### config.mk
export PLATFORM = sky130hd
export DESIGN_NAME = demux_pulse_counter
export DESIGN_NICKNAME = d
export VERILOG_FILES = /design/src/rtl/demux_pulse_counter.sv
export SDC_FILE = /design/constraint.sdc
export NUM_CORES = 1
export LEC_CHECK = 0
export ABC_AREA = 0
export BUFFER_PORTS_ARGS = -buffer_cell sky130_fd_sc_hd__buf_4
export CAP_MARGIN = 0
export CORE_MARGIN = 5
export CORE_UTILIZATION = 39
export CTS_CLUSTER_SIZE = 14
export DETAILED_ROUTE_END_ITERATION = 8
export HOLD_SLACK_MARGIN = 0.08
export PLACE_DENSITY = 0.67
export SETUP_SLACK_MARGIN = 0.2
export SKIP_LAST_GASP = 1
export SLEW_MARGIN = 25
export SYNTH_ARGS = -nofsm -noshare
export SYNTH_HDL_FRONTEND = slang
export SYNTH_SLANG_ARGS = --single-unit
### constraint.sdc
create_clock -name clk -period 3.7 [get_ports clk]
set_clock_uncertainty 0.05 [all_clocks]
set_input_delay 0.74 -clock clk [delete_from_list [all_inputs] [get_ports clk]]
set_output_delay 0.74 -clock clk [all_outputs]
set_load 0.02 [all_outputs]
### src/rtl/demux_pulse_counter.sv
// demux_pulse_counter
//   Counts rising edges on the four demux channel lines over a fixed window of
//   WINDOW clocks opened by a one-cycle start, then freezes the counts for
//   readout through a one-cycle-latency registered read port.
//
// Parameters
//   WIDTH   per-channel count width; counts saturate at 2^WIDTH-1
//   WINDOW  measurement window length in clocks (>= 1)
//
// Ports
//   clk          rising-edge clock
//   rst          synchronous active-high reset
//   y0..y3       channel lines, synchronous to clk
//   start        one-cycle pulse: clear counts and open a window
//   rd_en        read request
//   rd_sel       channel to read (0 -> y0 .. 3 -> y3)
//   busy         window open
//   done         window completed, until next start or rst
//   rd_data      returned count
//   rd_valid     rd_data valid this cycle
//   ovf          per-channel saturation flags, bit i belongs to yi
module demux_pulse_counter #(
  parameter int WIDTH  = 8,
  parameter int WINDOW = 16
) (
  input  logic             clk,
  input  logic             rst,
  input  logic             y0,
  input  logic             y1,
  input  logic             y2,
  input  logic             y3,
  input  logic             start,
  input  logic             rd_en,
  input  logic [1:0]       rd_sel,
  output logic             busy,
  output logic             done,
  output logic [WIDTH-1:0] rd_data,
  output logic             rd_valid,
  output logic [3:0]       ovf
);

  localparam int WIN_W = $clog2(WINDOW + 1);
  localparam logic [WIN_W-1:0] WIN_LAST = WIN_W'(WINDOW - 1);

  typedef enum logic [1:0] {
    IDLE  = 2'd0,
    COUNT = 2'd1,
    DONE  = 2'd2
  } state_t;

  state_t           state;
  state_t           state_nxt;
  logic             accept;
  logic [3:0]       y_now;
  logic [3:0]       y_p0;
  logic [3:0]       rise;
  logic [WIN_W-1:0] win_cnt;
  logic [WIDTH-1:0] cnt [4];

  // A counter already at full scale stays there.
  function automatic logic [WIDTH-1:0] sat_inc(input logic [WIDTH-1:0] v);
    return (&v) ? v : v + WIDTH'(1);
  endfunction

  assign y_now = {y3, y2, y1, y0};
  assign rise  = y_now & ~y_p0;
  assign busy  = (state == COUNT);
  assign done  = (state == DONE);

  // Next-state logic; accept marks a start that opens a new window.
  always_comb begin
    state_nxt = state;
    accept    = 1'b0;
    case (state)
      IDLE: begin
        if (start) begin
          state_nxt = COUNT;
          accept    = 1'b1;
        end
      end
      COUNT: begin
        // win_cnt holds the number of sample points already taken, so the
        // WINDOW-th sample closes the window.
        if (win_cnt == WIN_LAST) state_nxt = DONE;
      end
      DONE: begin
        if (start) begin
          state_nxt = COUNT;
          accept    = 1'b1;
        end
      end
      default: state_nxt = IDLE;
    endcase
  end

  always_ff @(posedge clk) begin
    if (rst) state <= IDLE;
    else     state <= state_nxt;
  end

  // Stage p0: previous-cycle sample of the channel lines, tracked in every state.
  always_ff @(posedge clk) begin
    if (rst) y_p0 <= '0;
    else     y_p0 <= y_now;
  end

  // Counting: a start clears everything and ignores same-cycle rises.
  always_ff @(posedge clk) begin
    if (rst || accept) begin
      win_cnt <= '0;
      ovf     <= '0;
      for (int i = 0; i < 4; i++) cnt[i] <= '0;
    end else if (state == COUNT) begin
      win_cnt <= win_cnt + WIN_W'(1);
      for (int i = 0; i < 4; i++) begin
        if (rise[i]) begin
          if (&cnt[i]) ovf[i] <= 1'b1;
          cnt[i] <= sat_inc(cnt[i]);
        end
      end
    end
  end

  // Read port: samples the count as held before the edge, so a read issued
  // together with a clearing start returns the pre-clear value.
  always_ff @(posedge clk) begin
    if (rst) begin
      rd_valid <= 1'b0;
      rd_data  <= '0;
    end else begin
      rd_valid <= rd_en;
      if (rd_en) rd_data <= cnt[rd_sel];
    end
  end

endmodule
==> flow_metrics.tcl <==
set metrics [dict create \
    outcome "finished clean" \
    chipHeight_um 94.1 \
    synth.distinct_cells 37 \
    fin_tns_setup_ns 0 \
    nets 294 \
    drc 0 \
    final_cell_mix "35 x nor2_1, 32 x edfxtp_1, 27 x buf_4, 24 x dfxtp_1, 17 x nand3_1" \
    crit_required_ns 2.91 \
    ys_ff_latch 56 \
    finalHoldViolations 0 \
    fmax_ghz 0.435 \
    root_buffer "clkbuf_8" \
    postCtsHoldBufs 0 \
    portBuffers 24 \
    reg2reg_depth 5 \
    grt_first_pass_wirelength_um 9200 \
    ir_worst_vdd_mv 0.215 \
    dp_cells 367 \
    final_common_cell "nor2_1" \
    worstPathArrival_ns 1.51 \
    yosysSeqAreaShare 0.522 \
    syn_area_um2 2760 \
    diodes 0 \
    cts_tree "yes" \
    initial_core_util 0.404 \
    cts_resized 0 \
    powerDensity_nw_per_um2 401 \
    drive_gt1_frac 0.168 \
    antenna_found_initial 0 \
    hold_depth 2 \
    routedWlPerCell_um 15.1 \
    cp-start-kind "flip-flop" \
    rsz0062_at_grt "false" \
    period_share 0.622 \
    grt_pass1_vias 1850 \
    dieWidth_um 94.1 \
    synth_edf_count 32 \
    hpwl_um 4250 \
    row_count 30 \
    p_leak_nw 1.12 \
    io-pin-count 25 \
    grt_max_degree 19 \
    clock_latency_ns 0.31 \
    fp.dieArea_um2 8860 \
    clk_pin_slew_ns 0.10 \
    critPathKind "reg -> out" \
    worstMarginPinSlew_ns 0.740 \
    route.vias.total 1968 \
    area_growth_pct 13.8 \
    clock_sinks 56 \
    drtAntennaViolNets 0 \
    crit_path_end_kind "output pin" \
    instances_no_fill 375 \
    drt_pre_antenna_iters 4 \
    fin_crit_ns 2.30 \
    syn_inst 253 \
    routabilityCongestion 0.799 \
    yosysWarnings 0 \
    post-cts-setup-buffer-count 0 \
    cts_made_buffers 5 \
    nFillCells 678 \
    syn_nets 269 \
    slew_headroom 0.503 \
    vias_per_cell 5.25 \
    avgSynthCellArea_um2 10.9 \
    track_usage 0.132 \
    setup_viol 0 \
    critPathMaxFanout 8 \
    clockBufferDepth 2 \
    htree_levels 2 \
    synth_async_sr_flop_share 0 \
    drt_iter0_drc 119 \
    worstHoldPathType "reg -> reg" \
    drv_cap 0 \
    core_area_um2 6830 \
    wirelength_um 5650 \
    grt.overflow.total 0 \
    synthFlopType "edfxtp_1" \
    slew_viol_final 0 \
]
## power breakdown
group | internal (W) | switching [W] | total, W
registers | 0.000696 | 0.0000436 | 0.000740
logic | 0.0000606 | 0.0000690 | 0.000130
clock network | 0.000197 | 0.000192 | 0.000390
## path summary, 6_finish.rpt
path / slack [ns] / start / endpoint
max: 1.40 / state[1] / busy
min: 0.43 / ovf[2] / ovf[2]
max reg2reg: 1.48 / cnt[3][0] / cnt[3][3]
min reg2reg: 0.43 / ovf[2] / ovf[2]
## cell type report
| cell class | count | area (um^2) | area share |
|---|---|---|---|
| Clock inverter | 3 | 37.5 | 0.0119 |
| Clock buffer | 5 | 68.8 | 0.0219 |
| Inverter | 11 | 41.3 | 0.0131 |
| Tap cell | 96 | 120 | 0.0382 |
| Multi-Input combinational cell | 177 | 1230 | 0.392 |
| Timing Repair Buffer | 27 | 203 | 0.0645 |
| Sequential cell | 56 | 1440 | 0.459 |
## metal layers
metal  GRT usage  up-vias  part of all wire
met3      0.0288        2             0.052
met2       0.202       52              0.45
li1            -      964                 -
met4      0.0277        0            0.0025
met5           0        -                 0
met1       0.192      950              0.49
## through the flow
step           total power [W]  cell area [um^2]  hold slack, ns  worst slack [ns]  utilization
6_report               0.00126              3140           0.428              1.40        0.460
5_1_grt                0.00131              3140           0.450              1.25        0.460
3_5_place_dp          0.000884              3040           0.420              1.29        0.445
4_1_cts                0.00127              3140           0.433              1.37        0.460
3_3_place_gp          0.000881              3040           0.416              1.37        0.445
2_1_floorplan         0.000831              2760           0.403              1.62            -
## synth_stat cells (4+ instances only)
cell type   n  area [um^2]
nor2_1     35          131
xor2_1      9         78.8
mux4_2      7          158
buf_2       4         20.0
nand3_1    17         85.1
mux2i_1     8         80.1
dfxtp_1    24          480
o31ai_1     4         30.0
nor2b_1     8         50.1
nand2_1    11         41.3
xnor2_1     5         43.8
or3_1      11         68.8
o21ai_0    13         65.1
ha_1        6         75.1
edfxtp_1   32          961
nand2b_1    9         56.3
a21oi_1    14         70.1
inv_1      10         37.5
## logic make-up (layout without fill, tap and decap cells)
kind of cell	after synthesis	after routing	share of synthesized area
AND/OR/NAND/NOR	103	103	0.189
flip-flops	56	56	0.522
AO/OA/AOI/OAI	38	38	0.0893
buffers and inverters	20	46	0.0322
multiplexers	16	16	0.0956
XOR/XNOR	14	14	0.0444
adder cells (fa/ha/maj)	6	6	0.0272
## state kept, by name, summed over array words and instances, names as in the netlist
register  count
y_p0          4
rd_valid      1
ovf           4
rd_data       8
win_cnt       5
cnt          32
state         2
## critical path, stage by stage, from the launching register on
cell and delay (ns):
dfxtp_1 0.37, nand2b_1 0.30, clkinv_1 0.29, buf_4 0.24
(Power assumes the default switching activity.)
